===== src/rtl/issue_stage_pkg.sv =====
// Shared constants and helpers for the issue stage and its busy-bit scoreboard.
// Latency: n/a (types, constants and a combinational helper only).
// Backpressure: n/a.
package issue_stage_pkg;

   localparam int XLEN       = 64;
   localparam int UOP_W      = 32;
   localparam int REG_ADDR_W = 5;
   localparam int NUM_REGS   = 32;

   localparam logic [REG_ADDR_W-1:0] REG_ZERO = '0;

   // One-hot select of a register index; x0 maps to an all-zero vector so it
   // can never be set, cleared or reported busy.
   function automatic logic [NUM_REGS-1:0] reg_onehot(input logic [REG_ADDR_W-1:0] addr);
      logic [NUM_REGS-1:0] v;
      v = '0;
      if (addr != REG_ZERO) begin
         v[addr] = 1'b1;
      end
      return v;
   endfunction

endpackage


===== src/rtl/issue_stage_sb_busy.sv =====
// Busy-bit scoreboard: one bit per architectural register, set on issue, cleared on writeback/flush.
// Latency: busy_eff is combinational from state and writeback clear; state updates next cycle.
// Backpressure: none; set wins over any clear of the same register in the same cycle.
//
// Ports: clk/rst_n (async active-low); set_en/set_addr mark a destination busy;
// clr_vec is the writeback clear (also masks busy_eff); kill_vec is the flush clear;
// busy_eff is the busy vector with this cycle's writeback already applied.
module sb_busy
   import issue_stage_pkg::*;
(
   input  logic                  clk,
   input  logic                  rst_n,
   input  logic                  set_en,
   input  logic [REG_ADDR_W-1:0] set_addr,
   input  logic [NUM_REGS-1:0]   clr_vec,
   input  logic [NUM_REGS-1:0]   kill_vec,
   output logic [NUM_REGS-1:0]   busy_eff
);

   logic [NUM_REGS-1:0] busy_q;
   logic [NUM_REGS-1:0] busy_d;
   logic [NUM_REGS-1:0] set_vec;

   always_comb begin
      busy_eff = busy_q & ~clr_vec;
      set_vec  = set_en ? reg_onehot(set_addr) : '0;
      // OR-ing the set last makes a same-cycle set beat any clear.
      busy_d   = (busy_eff & ~kill_vec) | set_vec;
   end

   always_ff @(posedge clk or negedge rst_n) begin
      if (!rst_n) begin
         busy_q <= '0;
      end else begin
         busy_q <= busy_d;
      end
   end

endmodule


===== src/rtl/issue_stage.sv =====
// Operand-read/issue stage: reads the regfile, stalls on RAW/WAW via the busy scoreboard, registers the issue to EX.
// Latency: 1 cycle from accept (i_valid & o_ready) to o_valid; 1 issue/cycle without hazards.
// Backpressure: o_ready drops on hazard, on a stalled output slot (o_valid & ~i_ready) or on flush; outputs hold while stalled.
//
// Ports: decode side i_valid/o_ready with i_pc/i_uop/source and destination fields;
// regfile read ports o_rsX_addr/o_rsX_cen -> i_rsX_rdata (same-cycle bypass included);
// writeback snoop i_wb_wen/i_wb_addr; i_flush; EX side o_valid/i_ready with registered payload.
module issue_stage #(
   parameter int XLEN  = issue_stage_pkg::XLEN,
   parameter int UOP_W = issue_stage_pkg::UOP_W
) (
   input  logic             clk,
   input  logic             rst_n,
   input  logic             i_valid,
   output logic             o_ready,
   input  logic [XLEN-1:0]  i_pc,
   input  logic [UOP_W-1:0] i_uop,
   input  logic [4:0]       i_rs1_addr,
   input  logic [4:0]       i_rs2_addr,
   input  logic             i_rs1_en,
   input  logic             i_rs2_en,
   input  logic [4:0]       i_rd_addr,
   input  logic             i_rd_wen,
   output logic [4:0]       o_rs1_addr,
   output logic [4:0]       o_rs2_addr,
   output logic             o_rs1_cen,
   output logic             o_rs2_cen,
   input  logic [XLEN-1:0]  i_rs1_rdata,
   input  logic [XLEN-1:0]  i_rs2_rdata,
   input  logic             i_wb_wen,
   input  logic [4:0]       i_wb_addr,
   input  logic             i_flush,
   output logic             o_valid,
   input  logic             i_ready,
   output logic [XLEN-1:0]  o_pc,
   output logic [UOP_W-1:0] o_uop,
   output logic [XLEN-1:0]  o_rs1_data,
   output logic [XLEN-1:0]  o_rs2_data,
   output logic [4:0]       o_rd_addr,
   output logic             o_rd_wen
);

   import issue_stage_pkg::*;

   logic [NUM_REGS-1:0] clr_vec;
   logic [NUM_REGS-1:0] kill_vec;
   logic [NUM_REGS-1:0] busy_eff;
   logic                hazard;
   logic                slot_free;
   logic                accept;
   logic                set_en;

   logic             valid_q,  valid_d;
   logic [XLEN-1:0]  pc_q,     pc_d;
   logic [UOP_W-1:0] uop_q,    uop_d;
   logic [XLEN-1:0]  rs1_q,    rs1_d;
   logic [XLEN-1:0]  rs2_q,    rs2_d;
   logic [4:0]       rd_q,     rd_d;
   logic             rd_wen_q, rd_wen_d;

   // Regfile read port is a straight pass-through of decode.
   assign o_rs1_addr = i_rs1_addr;
   assign o_rs2_addr = i_rs2_addr;
   assign o_rs1_cen  = i_valid & i_rs1_en;
   assign o_rs2_cen  = i_valid & i_rs2_en;

   always_comb begin
      clr_vec = i_wb_wen ? reg_onehot(i_wb_addr) : '0;

      // Checking against busy_eff lets a reader issue in the writeback cycle;
      // its operand arrives through the regfile bypass.
      hazard = (i_rs1_en && (i_rs1_addr != REG_ZERO) && busy_eff[i_rs1_addr]) ||
               (i_rs2_en && (i_rs2_addr != REG_ZERO) && busy_eff[i_rs2_addr]) ||
               (i_rd_wen && (i_rd_addr  != REG_ZERO) && busy_eff[i_rd_addr]);

      slot_free = ~valid_q | i_ready;
      o_ready   = ~hazard & slot_free & ~i_flush;
      accept    = i_valid & o_ready;
      set_en    = accept & i_rd_wen;

      // A flushed instruction that EX never took will not write back, so its
      // busy bit must be released here. One EX did take is EX's responsibility.
      kill_vec = (i_flush & valid_q & rd_wen_q & ~i_ready) ? reg_onehot(rd_q) : '0;
   end

   sb_busy u_sb (
      .clk      (clk),
      .rst_n    (rst_n),
      .set_en   (set_en),
      .set_addr (i_rd_addr),
      .clr_vec  (clr_vec),
      .kill_vec (kill_vec),
      .busy_eff (busy_eff)
   );

   always_comb begin
      valid_d  = valid_q;
      pc_d     = pc_q;
      uop_d    = uop_q;
      rs1_d    = rs1_q;
      rs2_d    = rs2_q;
      rd_d     = rd_q;
      rd_wen_d = rd_wen_q;
      if (i_flush) begin
         valid_d = 1'b0;
      end else if (accept) begin
         valid_d  = 1'b1;
         pc_d     = i_pc;
         uop_d    = i_uop;
         rs1_d    = i_rs1_en ? i_rs1_rdata : '0;
         rs2_d    = i_rs2_en ? i_rs2_rdata : '0;
         rd_d     = i_rd_addr;
         rd_wen_d = i_rd_wen;
      end else if (i_ready) begin
         valid_d = 1'b0;
      end
   end

   always_ff @(posedge clk or negedge rst_n) begin
      if (!rst_n) begin
         valid_q  <= 1'b0;
         pc_q     <= '0;
         uop_q    <= '0;
         rs1_q    <= '0;
         rs2_q    <= '0;
         rd_q     <= '0;
         rd_wen_q <= 1'b0;
      end else begin
         valid_q  <= valid_d;
         pc_q     <= pc_d;
         uop_q    <= uop_d;
         rs1_q    <= rs1_d;
         rs2_q    <= rs2_d;
         rd_q     <= rd_d;
         rd_wen_q <= rd_wen_d;
      end
   end

   assign o_valid    = valid_q;
   assign o_pc       = pc_q;
   assign o_uop      = uop_q;
   assign o_rs1_data = rs1_q;
   assign o_rs2_data = rs2_q;
   assign o_rd_addr  = rd_q;
   assign o_rd_wen   = rd_wen_q;

endmodule


===== config.mk =====
export PLATFORM = sky130hd
export DESIGN_NAME = issue_stage
export DESIGN_NICKNAME = d
export VERILOG_FILES = /design/src/rtl/issue_stage_pkg.sv /design/src/rtl/issue_stage_sb_busy.sv /design/src/rtl/issue_stage.sv
export SDC_FILE = /design/constraint.sdc
export NUM_CORES = 1
export LEC_CHECK = 0
export CORE_AREA = 2 2 192 194
export CTS_CLUSTER_SIZE = 30
export DETAILED_ROUTE_END_ITERATION = 8
export DIE_AREA = 0 0 194 196
export GPL_TIMING_DRIVEN = 0
export PLACE_DENSITY = 0.67
export SYNTH_ARGS = -nofsm -noshare
export SYNTH_HDL_FRONTEND = slang
export SYNTH_SLANG_ARGS = --single-unit

===== constraint.sdc =====
create_clock -name clk -period 3.9 [get_ports clk]
set_input_delay 0.78 -clock clk [delete_from_list [all_inputs] [get_ports clk]]
set_output_delay 0.78 -clock clk [all_outputs]
set_load 0.02 [all_outputs]

**Yosys cells after proc, flatten, opt, wreduce, memory -nomap -nowiden**

Index checks and enable logic that the tools add are counted.

- Flip-flop bits (word level): 263
- Output and inout bits: 244

- Bitwise logic cells: 19
- Reduce and logical (&&, ||, !) cells: 18
- Multiplexer cells: 23
- Magnitude comparators: 8

Operators with widths:

| kind | count |
|---|---|
| 32-bit 2-to-1 mux | 6 |
| 64-bit 2-to-1 mux | 2 |
| 32-bit bitwise AND | 2 |
| 32-bit NOT | 2 |
| 32-bit OR | 1 |
| 5-bit by 6-bit less-than comparator with 1-bit output, second input constant | 5 |
| 5-bit nonzero test | 5 |
| 1-bit binary-select mux with 5-bit select | 3 |
| 1-bit demux with 5-bit select | 3 |
| 5-bit by 1-bit >= comparator with 1-bit output, second input constant | 3 |
| 1-bit bitwise AND | 9 |
| 1-bit logical AND | 9 |
| 1-bit 2-to-1 mux | 9 |
| 1-bit NOT | 4 |
| 3-bit nonzero test | 1 |
| 1-bit logical OR | 2 |
| 2-bit AND reduction | 1 |
| 1-bit OR | 1 |

**Depth between registers and ports, before layout**

- Depth after elaboration: 20
- Gate-level depth with buffers: 13
- Depth with buffers taken out: 8

**Hierarchy**

From an unflattened synthesis, not the netlist that was laid out.

- Cell total of the unflattened synthesis: 1085
- Area, all modules: 12605.8 µm²

By module, submodules not included:

| module | times used | sequential area each (µm²) | area each (µm²) | cells each |
|---|---|---|---|---|
| issue_stage | 1 | 5780.5 | 11073.1 | 945 |
| sb_busy | 1 | 800.8 | 1532.7 | 140 |

**Least setup slack after synthesis**

No wires, ideal clock.

- Path type: input port to output port
- Start point: in i_rs2_addr[0]
- End point: out o_ready
- Slack: 458 ps
- Arrival time: 2662 ps
- Stages on the path: 8
- Cells stage by stage: buf_2 -> xnor2_2 -> and2b_1 -> a21oi_1 -> or4_1 -> nor4_1 -> nand2_1 -> nor3_1

- Longest elaborated chain between the ends: 8
- Elaborated cells between the ends (all ways): 10
- Those cells by class: mux: 2; bitwise: 3; reduce/logical: 5

RTL lines:

| what | RTL line | source |
|---|---|---|
| start: declaration | issue_stage.sv:19 | `input logic [4:0] i_rs2_addr,` |
| 1-bit binary-select mux with 5-bit select / 5-bit nonzero test (equally long branches) | issue_stage.sv:73 | `(i_rs2_en && (i_rs2_addr != REG_ZERO) && busy_eff[i_rs2_addr]) \|\|` |
| 1-bit 2-to-1 mux (not written as such) / 1-bit logical AND (equally long branches) | issue_stage.sv:73 |  |
| 1-bit logical AND * | issue_stage.sv:73 |  |
| 1-bit logical OR * | issue_stage.sv:72 | `hazard = (i_rs1_en && (i_rs1_addr != REG_ZERO) && busy_eff[i_rs1_addr]) \|\|` |
| 1-bit logical OR * | issue_stage.sv:73 |  |
| 1-bit NOT * | issue_stage.sv:77 | `o_ready = ~hazard & slot_free & ~i_flush;` |
| 1-bit bitwise AND * (2 in series) | issue_stage.sv:77 |  |
| end: declaration | issue_stage.sv:15 | `output logic o_ready,` |

Every way passes the cells marked *; elsewhere a longest branch is shown, timed or not. The select of a mux whose other input is x is not followed.

**Worst setup path in the final report**

- Start point: in i_rs2_addr[2]
- End point: out o_ready

Same word-level chain as after synthesis.

==> impl_metrics.yaml <==
run_status:
  result_of_the_run: "completed"
drt:
  antenna_left: 0
  drt_iter0_markers: 686
  routed-via-count: 10910
  drt_wl_total_um: 46500
  routed_length_per_placed_instance_um: 21.39
  route.detailed.vias_per_inst: 5.020
  detail_route.drc_violations: 0
  first_pass_iters: 5
pwr:
  p_sw_uw: 3444
  design_power_total_uw: 10440
  power_density_mw_per_mm2: 538.1
  power.sequential.fraction_pct: 36.0
  cellInternalPower_uw: 6991
  vdd_ir_drop_max_uv: 456.3
  leakagePower_uw: 0.009023
  pwr-share-comb_pct: 36.5
  power_switching_share_pct: 33.01
  clock_power_share_pct: 27.5
timing:
  timing.max_slew.rel_slack_pct: 57.85
  final.setup.worst_slack_ns: 0.06492
  timing.final.setup_violations: 0
  final.setup.tns_ns: 0
  period_minus_slack_ns: 3.835
  timing_worst_slew_pin_value_ns: 0.6304
  final_report_max_slew_violation_count: 0
  hold-worst-slack_ns: 0.1737
  layout_worst_path_cycle_share_pct: 98.34
  fin_skew_ns: 0.01000
  fmax_mhz: 260.8
  hold_viol: 0
logic_synthesis:
  main_synth_ff_type: "sky130_fd_sc_hd__dfrtp_1"
  synth_warnings: 0
  ys_seq_elements: 263
  synth_common_cells: "sky130_fd_sc_hd__dfrtp_1, sky130_fd_sc_hd__nand2_1, sky130_fd_sc_hd__mux2i_1, sky130_fd_sc_hd__inv_1, sky130_fd_sc_hd__mux2_2"
  post_synthesis_share_of_cell_area_spent_on_and_or_nand_and_nor_gates_pct: 10.33
  synth-edff-count: 0
  ys_top_cells_by_area: "sky130_fd_sc_hd__dfrtp_1, sky130_fd_sc_hd__mux2i_1, sky130_fd_sc_hd__mux2_2"
  seq_area_frac_synth_pct: 52.06
  area_fraction_in_compound_gates_after_synthesis_pct: 8.017
  yosys-mux-area-fraction_pct: 21.47
  post-synth-top-area-fraction_pct: 52.06
  synth-xor-area-share_pct: 0.2672
  synth_area_per_cell_um2: 10.93
  postSynth.asyncResetShare_pct: 100.0
  postSynthNetCount: 1410
  synth_top_family_by_area: "multiplexers"
  post_synth_num_cell_types: 69
  post_synth_inst_count: 1157
  synthMostInstantiatedCell: "sky130_fd_sc_hd__dfrtp_1"
  synth_adder_area_share_pct: 0
  yosysTopAreaCell: "sky130_fd_sc_hd__dfrtp_1"
  synthesis.area_mm2: 0.01264
place:
  dp_hpwl_um: 35570
  numPortBuffers: 491
  dp_worst_setup_slack_ns: -1.016
  placer_congestion_estimate: 0.9783
  placed_cell_area_mm2: 0.01820
worst_setup_path:
  cp_data_required_time_ns: 3.12
  worstRegToRegCells: 11
  worstPathArrival_ns: 3.06
  critPathCaptureType: "output pin"
  rr_startpoint: "u_sb.busy_q[17]"
  cp-start-kind: "primary input"
  criticalPathCategory: "in -> out"
  reg2reg_slack_ns: 0.74
  worst_reg2reg_endpoint: "u_sb.busy_q[13]"
  crit_fanout: 10
  cp-startpoint: "i_rs2_addr[2]"
cts:
  numClockSinks: 263
  post_cts_hold_buffer_count: 0
  cts_tree: "done"
  clockRootBuffer: "sky130_fd_sc_hd__clkbuf_16"
  clock_latency_ns: 0.57
  cts_clock_pin_slew_for_the_worst_setup_and_hold_paths_ns: 0.06
  htree_num_levels: 1
  clock_tree.buffer_depth: 3
  cts_buffers: 31
global_route:
  largest_net_degree_at_the_start_of_global_routing: 105
  groute.usage.overall_pct: 23.83
  grt-ovfl-total: 0
  first_global_vias: 11390
  wire_length_of_the_first_global_routing_pass_um: 69830
  number_of_antenna_violations_at_the_first_check_in_global_routing: 0
  global_route.peak_usage_layer: "met2"
  global_route.usage.met1_pct: 29.41
  grt_use_met3_pct: 5.931
  use_met2_pct: 41.14
final_layout:
  final_design_area_no_fill_mm2: 0.01939
  nets: 1939
  drive_above_1_share_pct: 14.77
  antenna-diode-count: 0
  layout-area-overhead-vs-synth_pct: 53.41
floorplanning:
  std_cell_rows: 70
  floorplan.die.width_um: 194
  start_util_pct: 35.03
  core_region_area_mm2: 0.03608
  floorplan.die.height_um: 196
  dieArea_mm2: 0.03802
  io_pins: 497
run:
  drv.max_cap_violation_count: 0
hold_path:
  holdCritPathClass: "in -> async"
-- placed cells by master, fill, tap and decap left out, types with 17 or more instances in the layout --
cell	instances
sky130_fd_sc_hd__buf_4	35
sky130_fd_sc_hd__clkbuf_1	25
sky130_fd_sc_hd__clkbuf_16	31
sky130_fd_sc_hd__clkdlybuf4s50_1	480
sky130_fd_sc_hd__dfrtp_1	263
sky130_fd_sc_hd__inv_1	139
sky130_fd_sc_hd__mux2_2	84
sky130_fd_sc_hd__mux2_4	20
sky130_fd_sc_hd__mux2i_1	141
sky130_fd_sc_hd__nand2_1	168
sky130_fd_sc_hd__nand3_1	19
sky130_fd_sc_hd__nor2_1	23
sky130_fd_sc_hd__o21ai_0	17
sky130_fd_sc_hd__o31ai_1	21
-- routing by layer --
metal	up-vias	wire length, um
li1	4977	-
met1	5370	18310
met2	472	23200
met3	95	3547
met4	0	1441
met5	-	0
-- power groups by stage --
stage | clock [uW] | sequential, uW | combinational (uW)
final | 2870 | 3750 | 3810
after global routing | 3070 | 3830 | 4010
after CTS | 2960 | 3750 | 3830
after detailed placement | 0 | 3780 | 3800
after global placement | 0 | 3760 | 3760
after floorplan | 0 | 4530 | 972
-- layout make-up --
cell class              count  area [um^2]
fillers                  3245        16690
repair buffers            500         5022
well taps                 468        585.6
inverters                 140        525.5
multi-input cells         673         5185
flip-flops and latches    263         6581
clock buffers              45        908.4
clock inverters             8        96.34
plain buffers              77        488.0
-- registers in the layout, indices dropped and copies added (netlist names) --
| name | flops |
|---|---|
| o_pc | 64 |
| o_rd_addr | 5 |
| o_rd_wen | 1 |
| o_rs1_data | 64 |
| o_rs2_data | 64 |
| o_uop | 32 |
| o_valid | 1 |
| u_sb.busy_q | 32 |
-- cells by family after synthesis --
family | after synthesis
AOI/OAI and AO/OA | 141
xor gates and xnor gates | 3
buffers and inverters | 221
DFF | 263
muxes | 248
and+or+nand+nor | 281
-- what timing repair did --
action	CTS	global route
endpoints found under the setup margin	265	52
buffers inserted	2	4
cloned	0	1
pin swaps	3	10
resized for setup	36	49
-- worst max path at each step --
stage,to,slack [ns],depth (start not counted)
after CTS,o_ready,-0.15,10
after floorplan,o_ready,0.46,8
final,o_ready,0.06,9
after global placement,u_sb.busy_q[4],-9.87,1
after detailed placement,o_pc[49],-1.02,13
after global routing,o_ready,-0.03,9
-- worst max-delay path: stages --
cell	delay, ns
sky130_fd_sc_hd__clkdlybuf4s50_1	0.50
sky130_fd_sc_hd__clkbuf_4	0.22
sky130_fd_sc_hd__or4_1	0.14
sky130_fd_sc_hd__a21oi_1	0.04
sky130_fd_sc_hd__or4_1	0.52
sky130_fd_sc_hd__nor4_2	0.34
sky130_fd_sc_hd__nand2_1	0.11
sky130_fd_sc_hd__nor3_2	0.23
sky130_fd_sc_hd__buf_4	0.18
-- metrics by stage --
stage                     instances  utilization, %
after CTS                      2170           53.42
after global routing           2174           53.74
after detailed placement       2118           50.44
after floorplan                1157               -
final                          2174           53.74
after global placement         2116           50.27
Power figures use the tool's default switching activity.
